[src/rtl/systolic_sequencer.sv]
// -----------------------------------------------------------------------------
// systolic_sequencer
//   Runs one pass of a MAT_DIM x MAT_DIM systolic MAC array. It accepts a
//   matrix pair, pulses a clear to the PE accumulators, feeds skewed row and
//   column edge operands, waits for the array to drain, then snapshots the
//   array result and holds it until the consumer takes it.
//
// Ports
//   clk, reset        clock; asynchronous active-low reset
//   in_valid/in_ready host handshake for mat1_in (A) / mat2_in (B)
//   mat1_in, mat2_in  packed operand matrices, element [0][0] in the MSBs
//   abort             synchronous cancel of the pass in flight
//   arr_clear         one-cycle clear to every PE accumulator
//   a_feed, b_feed    row / column edge operands, lane i at [i*DATA_SIZE +:]
//   arr_result        live accumulators from the array, packed like mat1_in
//   out_valid/out_ready consumer handshake for result_out
//   result_out        registered snapshot of arr_result
//   busy              high whenever a pass is in progress
// -----------------------------------------------------------------------------

// One feed lane: at step s it presents A[LANE][s-LANE] on the row edge and
// B[s-LANE][LANE] on the column edge, or zero outside the skew window.
module systolic_skew_lane #(
    parameter int MAT_DIM   = 3,
    parameter int DATA_SIZE = 8,
    parameter int CW        = 3,
    parameter int LANE      = 0
) (
    input  logic                              en,
    input  logic [CW-1:0]                     step,
    input  logic [MAT_DIM-1:0][DATA_SIZE-1:0] a_row,  // A[LANE][k]
    input  logic [MAT_DIM-1:0][DATA_SIZE-1:0] b_col,  // B[k][LANE]
    output logic [DATA_SIZE-1:0]              a_out,
    output logic [DATA_SIZE-1:0]              b_out
);
    always_comb begin
        a_out = '0;
        b_out = '0;
        if (en) begin
            for (int k = 0; k < MAT_DIM; k++) begin
                if (step == CW'(LANE + k)) begin
                    a_out = a_row[k];
                    b_out = b_col[k];
                end
            end
        end
    end
endmodule

module systolic_sequencer #(
    parameter int MAT_DIM      = 3,
    parameter int DATA_SIZE    = 8,
    parameter int ACC_SIZE     = 16,
    parameter int DRAIN_CYCLES = 4
) (
    input  logic                                  clk,
    input  logic                                  reset,
    input  logic                                  in_valid,
    output logic                                  in_ready,
    input  logic [MAT_DIM*MAT_DIM*DATA_SIZE-1:0]  mat1_in,
    input  logic [MAT_DIM*MAT_DIM*DATA_SIZE-1:0]  mat2_in,
    input  logic                                  abort,
    output logic                                  arr_clear,
    output logic [MAT_DIM*DATA_SIZE-1:0]          a_feed,
    output logic [MAT_DIM*DATA_SIZE-1:0]          b_feed,
    input  logic [MAT_DIM*MAT_DIM*ACC_SIZE-1:0]   arr_result,
    output logic                                  out_valid,
    input  logic                                  out_ready,
    output logic [MAT_DIM*MAT_DIM*ACC_SIZE-1:0]   result_out,
    output logic                                  busy
);
    localparam int NE      = MAT_DIM * MAT_DIM;
    localparam int STEPS   = 2 * MAT_DIM - 1;
    localparam int CNT_MAX = (STEPS > DRAIN_CYCLES) ? STEPS : DRAIN_CYCLES;
    localparam int CW      = (CNT_MAX > 1) ? $clog2(CNT_MAX) : 1;
    localparam logic [CW-1:0] LAST_STEP  = CW'(STEPS - 1);
    localparam logic [CW-1:0] LAST_DRAIN = CW'(DRAIN_CYCLES - 1);

    typedef enum logic [2:0] {S_IDLE, S_CLEAR, S_FEED, S_DRAIN, S_HOLD} state_t;

    state_t              state, state_n;
    logic [CW-1:0]       cnt, cnt_n;
    logic                accept, capture;
    logic                clear_nxt, feed_en, valid_nxt;
    logic [NE*DATA_SIZE-1:0] mat_a, mat_b;

    logic [MAT_DIM-1:0][MAT_DIM-1:0][DATA_SIZE-1:0] a_rows;  // [r][c] = A[r][c]
    logic [MAT_DIM-1:0][MAT_DIM-1:0][DATA_SIZE-1:0] b_cols;  // [c][r] = B[r][c]
    logic [MAT_DIM-1:0][DATA_SIZE-1:0]              a_nxt, b_nxt;

    // State register
    always_ff @(posedge clk or negedge reset) begin
        if (!reset) begin
            state <= S_IDLE;
            cnt   <= '0;
        end else begin
            state <= state_n;
            cnt   <= cnt_n;
        end
    end

    // Next state; the counter restarts at 0 on every state entry
    always_comb begin
        state_n = state;
        cnt_n   = '0;
        accept  = 1'b0;
        capture = 1'b0;
        case (state)
            S_IDLE: begin
                // abort outranks a simultaneous request
                if (in_valid && !abort) begin
                    accept  = 1'b1;
                    state_n = S_CLEAR;
                end
            end
            S_CLEAR: state_n = abort ? S_IDLE : S_FEED;
            S_FEED: begin
                if (abort)                  state_n = S_IDLE;
                else if (cnt == LAST_STEP)  state_n = S_DRAIN;
                else                        cnt_n   = cnt + 1'b1;
            end
            S_DRAIN: begin
                if (abort) begin
                    state_n = S_IDLE;
                end else if (cnt == LAST_DRAIN) begin
                    state_n = S_HOLD;
                    capture = 1'b1;
                end else begin
                    cnt_n = cnt + 1'b1;
                end
            end
            S_HOLD:  if (abort || out_ready) state_n = S_IDLE;
            default: state_n = S_IDLE;
        endcase
    end

    // Outputs: handshake flags decode the current state; everything else is
    // registered from the next state so it lines up with that state's cycle.
    always_comb begin
        in_ready  = (state == S_IDLE);
        busy      = (state != S_IDLE);
        clear_nxt = (state_n == S_CLEAR);
        feed_en   = (state_n == S_FEED);
        valid_nxt = (state_n == S_HOLD);
    end

    for (genvar r = 0; r < MAT_DIM; r++) begin : g_row
        for (genvar c = 0; c < MAT_DIM; c++) begin : g_col
            assign a_rows[r][c] = mat_a[(NE-1-(r*MAT_DIM+c))*DATA_SIZE +: DATA_SIZE];
            assign b_cols[c][r] = mat_b[(NE-1-(r*MAT_DIM+c))*DATA_SIZE +: DATA_SIZE];
        end
    end

    for (genvar l = 0; l < MAT_DIM; l++) begin : g_lane
        systolic_skew_lane #(
            .MAT_DIM   (MAT_DIM),
            .DATA_SIZE (DATA_SIZE),
            .CW        (CW),
            .LANE      (l)
        ) u_lane (
            .en    (feed_en),
            .step  (cnt_n),
            .a_row (a_rows[l]),
            .b_col (b_cols[l]),
            .a_out (a_nxt[l]),
            .b_out (b_nxt[l])
        );
    end

    always_ff @(posedge clk or negedge reset) begin
        if (!reset) begin
            arr_clear  <= 1'b0;
            a_feed     <= '0;
            b_feed     <= '0;
            out_valid  <= 1'b0;
            result_out <= '0;
            mat_a      <= '0;
            mat_b      <= '0;
        end else begin
            arr_clear <= clear_nxt;
            a_feed    <= a_nxt;
            b_feed    <= b_nxt;
            out_valid <= valid_nxt;
            // result_out survives an abort; only a completed drain replaces it
            if (capture) result_out <= arr_result;
            if (accept) begin
                mat_a <= mat1_in;
                mat_b <= mat2_in;
            end
        end
    end
endmodule

[config.mk]
export PLATFORM = sky130hd
export DESIGN_NAME = systolic_sequencer
export DESIGN_NICKNAME = d
export VERILOG_FILES = /design/src/rtl/systolic_sequencer.sv
export SDC_FILE = /design/constraint.sdc
export NUM_CORES = 1
export LEC_CHECK = 0
export CAP_MARGIN = 30
export CORE_MARGIN = 4
export CORE_UTILIZATION = 41
export DETAILED_ROUTE_END_ITERATION = 8
export PLACE_DENSITY = 0.89
export SLEW_MARGIN = 40
export SYNTH_ARGS = -nofsm -noshare
export SYNTH_HDL_FRONTEND = slang
export SYNTH_SLANG_ARGS = --single-unit
[constraint.sdc]
create_clock -name clk -period 2 [get_ports clk]
set_input_delay 0.4 -clock clk [delete_from_list [all_inputs] [get_ports clk]]
set_output_delay 0.4 -clock clk [all_outputs]
set_load 0.01 [all_outputs]
==> results of run 1 <==
## synth_stat cells
library cell,instances
dfrtp_1,344
mux2_2,239
mux2_4,49
a21oi_1,35
buf_2,31
inv_1,21
nand3_1,20
nor2_1,20
nor3_1,19
mux2i_1,17
o22ai_1,17
a21boi_0,16
nor4_1,16
o221a_2,14
clkbuf_1,12
buf_4,7
buf_6,7
and2_1,4
ha_1,4
nand2_1,3
and3_1,2
nand2b_1,2
nand3b_1,2
nand4_1,2
o21ai_1,2
o221a_1,2
a211o_1,1
a211oi_2,1
a21boi_2,1
a21o_1,1
a31oi_1,1
a32oi_1,1
and3b_1,1
buf_1,1
inv_2,1
nand4_2,1
nor2b_1,1
nor3b_2,1
o211ai_1,1
o21ai_0,1
or3_4,1
## per-stage QoR
step           cells  setup WS, ns  area, um^2  total power, uW  hold slack [ns]
6_report        1945        0.0434       21200            17100            0.421
5_1_grt         1939       -0.0231       21200            17800            0.457
3_3_place_gp    1867        -0.323       19800            10400            0.376
2_1_floorplan    922        0.0326       13900             9280            0.104
4_1_cts         1935      -0.00723       21000            17200            0.430
3_5_place_dp    1867        -0.364       19800            10500            0.386
## layout make-up
class,count,share of cell area (%)
multi-input cells,498,23.6
well taps,448,2.65
repair buffers,563,27.1
clock inverters,9,0.378
flip-flops and latches,344,40.6
diodes,7,0.0827
inverters,22,0.390
clock buffers,54,5.16
## worst max path at each step
stage	end	slack, ns	cells after the start
after CTS	b_feed[11]	-0.007	7
after global placement	result_out[0]	-0.32	5
after floorplan	a_feed[4]	0.03	7
after global routing	b_feed[14]	-0.02	8
after detailed placement	result_out[106]	-0.36	5
final	a_feed[1]	0.04	7
## sequential cells by signal, indices dropped and copies added (netlist names)
signal      count
b_feed         24
cnt             3
out_valid       1
mat_b          72
arr_clear       1
a_feed         24
result_out    144
state           3
mat_a          72
## power breakdown
part / leakage [uW] / internal, uW / total [uW] / switching, uW
sequential: 0.00448 / 7670 / 8070 / 400
clock: 0.000577 / 3920 / 6640 / 2730
combinational: 0.00459 / 1550 / 2400 / 856
## timing repair
item                       CTS  global route
gates resized for setup     16            18
hold buffers                 1             0
gates cloned                 0             1
setup endpoints to repair   18           124
setup buffers                4             2
hold endpoints to repair    39             0
pin swaps                    0            14
## placed cells by master (no fill, tap or decap), drive strengths merged, types with 2 or more instances in the layout
cell and count:
clkdlybuf4s50 485, dfrtp 344, mux2 288, buf 75, clkbuf 56, a21oi 35
inv 23, nand3 20, nor2 20, nor3 19, mux2i 17, o22ai 17
a21boi 17, o221a 16, nor4 16, diode 7, clkinv 6, and2 4
ha 4, nand2 3, o21ai 3, nand4 3, nand3b 2, nand2b 2
and3 2
## layer usage
| metal | global-route usage, % | share of wire (%) |
|---|---|---|
| met5 | 0 | 0.087 |
| met4 | 8.40 | 3.8 |
| met3 | 7.12 | 8.2 |
| met2 | 40.7 | 51 |
| met1 | 25.8 | 36 |
## critical path: stages (launching register included)
cell      delay [ns]
dfrtp_1         0.41
ha_4            0.19
ha_4            0.21
a211o_4         0.29
o211ai_1        0.15
buf_12          0.19
a21boi_0        0.12
o221a_2         0.27
## cells by family (layout without fill, tap and decap cells)
family          Yosys count  after routing
mux                     305            305
simple gates             95             95
fa+ha+maj                 4              4
buf+inv                  80            648
other cells               0              7
flops                   344            344
compound gates           94             94
==> summary.txt, run 1 <==
CTS
  – Clk buf depth: 3
  – CTS Sinks: 344
  – Root Driver: clkbuf_16
  – CTS tree: built
  – H-tree depth: 2
  – Reg clk slew, reported paths: 0.06 ns
  – CTS buffer count: 38
  – Clk Latency, worst-skew pair: 0.52 ns

Critical path
  – Setup slack, reg-to-reg: 0.04 ns
  – Crit path kind: reg2reg
  – Critical path endpoint category: flop
  – Worst Path Required: 2.41 ns
  – Crit start category: flop
  – CP arrival: 2.36 ns
  – Reg-to-reg endpoint: a_feed[1]
  – R2R depth: 7
  – Crit path launch: cnt[1]
  – CP max FO: 16
  – RR Startpoint: cnt[1]

Route
  – Drt drc: 0
  – WL per Instance: 22.6 um
  – Via count: 9,965
  – TritonRoute pass-1 iters: 4
  – Total routed wirelength: 43,900 um
  – Antenna Nets Post-Route: 0
  – Vias per cell: 5.12
  – Initial DRC count: 393

Logic synthesis
  – Synth top area share: 62.2%
  – Mux share of post-synthesis cell area: 26.0%
  – Register area share after synthesis: 62.2%
  – Post-Synth Simple-Gate Area: 3.69%
  – Syn. warnings: 0
  – Area leader, netlist: dfrtp_1
  – Post-Synth Adder-Cell Area: 0.362%
  – Xor/xnor share of the synthesized area: 0%
  – Synth Area per Inst: 15.0 um^2
  – Largest family of logic cells by synthesized area: multiplexers
  – Number of synthesized register bits: 344
  – Unique masters post-synth: 41
  – Synth Instances: 922
  – Synth Area in Compound Gates: 4.76%
  – Area contributors post-synth: dfrtp_1, mux2_2, mux2_4, a21oi_1, mux2i_1
  – Synthesized area: 0.0138 mm^2
  – Syn_nets: 1,219

STA
  – Layout Skew: 0.0105 ns
  – Final Hold Fails: 0
  – Max_slew headroom: 64.1%
  – Final setup vio count: 0
  – Tmin final: 1.96 ns
  – Crit share post-route: 97.8%
  – Setup TNS Final: 0 ns
  – Worst slew pin tran: 0.539 ns
  – Fin. max-slew vios: 0
  – Fmax: 0.511 GHz
  – RSZ-0062 raised after global routing: true

Cells and area
  – Layout Nets: 1,764
  – Layout cells sized above 1: 31.1%
  – Syn-to-layout area delta: 53.1%
  – Core Util, Final: 63.3%
  – Register area: 0.00861 mm^2
  – Fill count: 2,342
  – Area of the multi-input gates: 0.00500 mm^2

GRT
  – Vias in the first global route: 10,749
  – Largest net degree at the start of global routing: 56
  – First-pass GRT wire length: 64,300 um
  – GR Overflow Total: 0
  – Gr usage total: 22.9%
  – Antenna violations before repair: 6

Run status
  – Status: completed

Placed design
  – Gpl congestion: 0.860
  – I/O Buffers: 488
  – Post-detail-place hpwl: 32,200 um

Power
  – Power Density: 808 mW/mm^2
  – Static leakage: 0.00965 uW
  – Max VDD drop: 656 uV

Floorplan
  – Core ar.: 0.0334 mm^2
  – I/O pin count: 489
  – Die X: 192 um
  – Chip height: 192 um
  – Starting Density: 41.4%
  – Die Footprint: 0.0368 mm^2
  – Row count: 67

Min path
  – Min-delay worst type: in2async

Run
  – Maxcap violations: 0
Note: power is estimated with default switching activity, not from simulation.
==> inputs of run 2 (changes only) <==
Settings changed: CELL_PAD_IN_SITES_DETAIL_PLACEMENT set to 0, CELL_PAD_IN_SITES_GLOBAL_PLACEMENT set to 1, CORE_UTILIZATION 41 to 39, PLACE_DENSITY 0.89 to 0.95.
Clock period 2 ns to 2.3 ns, I/O delays scaled along.
==> run 2 against run 1 <==
Effect of this change:
- global-route usage decreased by 1.2 points
- largest cell class unchanged
- critical endpoint is now in_ready
- first-iteration DRC count up 6.1%
- combinational power down 17%
==> summary.txt, run 2 (synthesis results as in run 1) <==
Run status
  – Status: completed (unchanged)

Power
  – Max VDD drop: 656 uV (about the same)
  – Power Density: 718 mW/mm^2 (was 808 mW/mm^2)
  – Power, Total: 15,000 uW (was 17,100 uW)
  – Static leakage: 0.00952 uW (was 0.00965 uW)

GRT
  – Gr usage total: 21.6% (was 22.9%)
  – First-pass GRT wire length: 64,700 um (was 64,300 um)
  – Antenna violations before repair: 10 (was 6)
  – Largest net degree at the start of global routing: 74 (was 56)
  – Vias in the first global route: 10,705 (was 10,749)
  – GR Overflow Total: 0 (unchanged)

Placed design
  – Gpl congestion: 0.891 (was 0.860)
  – I/O Buffers: 488 (unchanged)
  – Post-detail-place hpwl: 32,300 um (was 32,200 um)
  – Dpl cell area: 0.0196 mm^2 (was 0.0198 mm^2)
  – Dpl cells: 1,855 (was 1,867)

Critical path
  – Worst Path Required: 1.84 ns (was 2.41 ns)
  – Slowest cell on crit path: dfrtp_1 (unchanged)
  – Crit start category: flop (unchanged)
  – Critical-path cell list: or3_4, inv_2, dlygate4sd2_1 (was ha_4, ha_4, a211o_4, o211ai_1, buf_12, a21boi_0, o221a_2)
  – Delay-heaviest family, CP: flip-flops (was compound AO/OA/AOI/OAI gates)
  – CP max FO: 5 (was 16)
  – Critical path endpoint category: output pin (was flop)
  – WP buf/inv: 2 (was 1)
  – Crit path kind: reg2out (was reg2reg)
  – CP arrival: 1.67 ns (was 2.36 ns)
  – Largest stage delay, worst path: 0.44 ns (was 0.41 ns)

Cells and area
  – Layout cells sized above 1: 28.6% (was 31.1%)
  – Design Area, Final: 0.0208 mm^2 (was 0.0212 mm^2)
  – Fin cells: 1,927 (was 1,945)
  – Leading cell types in the layout, fill and taps excluded: clkdlybuf4s50_1, dfrtp_1, mux2_2 (unchanged)
  – Most common cell after layout, fill and taps aside: clkdlybuf4s50_1 (unchanged)
  – Top reg by flops: result_out (unchanged)
  – Syn-to-layout area delta: 50.6% (was 53.1%)
  – Layout Nets: 1,737 (was 1,764)
  – Largest regs: result_out (144), mat_a (72), mat_b (72) (unchanged)
  – Largest register FFs: 144 (unchanged)

CTS
  – CTS Sinks: 344 (unchanged)
  – Reg clk slew, reported paths: 0.06 ns (about the same)
  – H-tree depth: 2 (unchanged)
  – Root Driver: clkbuf_16 (unchanged)
  – CTS buffer count: 37 (was 38)
  – CTS tree: built (unchanged)
  – Clk Latency, worst-skew pair: 0.53 ns (was 0.52 ns)
  – Clk buf depth: 3 (unchanged)

STA
  – Tmin final: 2.13 ns
  – Worst hold slack: 0.444 ns (was 0.421 ns)
  – Worst slew pin tran: 0.399 ns (was 0.539 ns)
  – Final Hold Fails: 0 (unchanged)
  – Crit share post-route: 92.5%
  – Max_slew headroom: 73.4% (was 64.1%)
  – Fmax: 0.470 GHz
  – Layout Skew: 0.0171 ns (was 0.0105 ns)
  – Fin. max-slew vios: 0 (unchanged)
  – RSZ-0062 raised after global routing: false (was true)
  – Setup TNS Final: 0 ns (unchanged)
  – Final setup vio count: 0 (unchanged)

Route
  – Antenna Nets Post-Route: 0 (unchanged)
  – Via count: 9,835 (was 9,965)
  – Drt drc: 0 (unchanged)
  – Initial DRC count: 417 (was 393)
  – Total routed wirelength: 43,200 um (was 43,900 um)
  – WL per Instance: 22.4 um (was 22.6 um)
  – TritonRoute pass-1 iters: 5 (was 4)
  – Vias per cell: 5.10 (was 5.12)

Floorplan
  – Die Footprint: 0.0386 mm^2 (was 0.0368 mm^2)
  – Starting Density: 39.8% (was 41.4%)
  – Row count: 68 (was 67)
  – Die X: 196 um (was 192 um)
  – Chip height: 196 um (was 192 um)
  – I/O pin count: 489 (unchanged)
  – Core ar.: 0.0348 mm^2 (was 0.0334 mm^2)

Run
  – Maxcap violations: 0 (unchanged)

Min path
  – Min-delay worst type: in2async (unchanged)
[run 2: cell count changes in the layout (fill, tap and decap cells not counted), moves of 4 or more]
cell	before	now
nor4_2	9	1
buf_4	49	29
nor3_2	4	0
nor4_1	4	15
nor3_1	15	19
[run 2: repair_timing]
action,4_1_cts,5_1_grt
hold buffers,1,0
buffers inserted,0,0
resized for setup,2,1
setup endpoints to repair,2,1
endpoints found under the hold margin,35,0
[run 2: worst paths after layout]
path	start	end	slack [ns]	cells after the start
max in group asynchronous	reset	mat_b[20]	1.11	3
worst min register to register	mat_a[2]	mat_a[2]	0.50	1
worst max register to register	cnt[0]	b_feed[12]	0.20	7
worst max-delay path	state[2]	in_ready	0.17	3
worst min-delay path	reset	result_out[57]	0.44	2
min in group clk	mat_a[2]	mat_a[2]	0.50	1
[run 2: stage by stage]
| step | utilization (%) | setup WS [ns] |
|---|---|---|
| after global placement | 56.3 | 0.0234 |
| after global routing | 59.9 | 0.0527 |
| final | 59.9 | 0.172 |
| after detailed placement | 56.3 | -0.0252 |
| after floorplan | - | 0.188 |
| after CTS | 59.8 | 0.126 |
[run 2: metal layers]
| layer | global-route usage (%) | wire (um) |
|---|---|---|
| met5 | 0 | 71 |
| met4 | 9.05 | 1860 |
| met3 | 6.80 | 3590 |
| met2 | 36.7 | 21600 |
| met1 | 25.5 | 16100 |
[run 2: layout make-up]
type,count,area [um^2]
fill,2652,14000
sequential,344,8610
multi-input combinational,498,4840
clock inverter,11,116
tap,455,569
timing repair buffer,537,5500
antenna,6,15.0
clock buffer,54,1120
inverter,22,82.6
[run 2: worst register-to-register path, stage by stage, from the launching register on]
cell and delay (ns):
dfrtp_1 0.38, ha_1 0.22, ha_1 0.28, a211o_1 0.20, and3_1 0.23, nand3_1 0.15, buf_12 0.20, nor4_2 0.33
[run 2: power breakdown]
| part | internal, uW | switching (uW) | leakage, uW |
|---|---|---|---|
| logic | 1300 | 676 | 0.00443 |
| registers | 6670 | 337 | 0.00448 |
| clock network | 3610 | 2380 | 0.000605 |
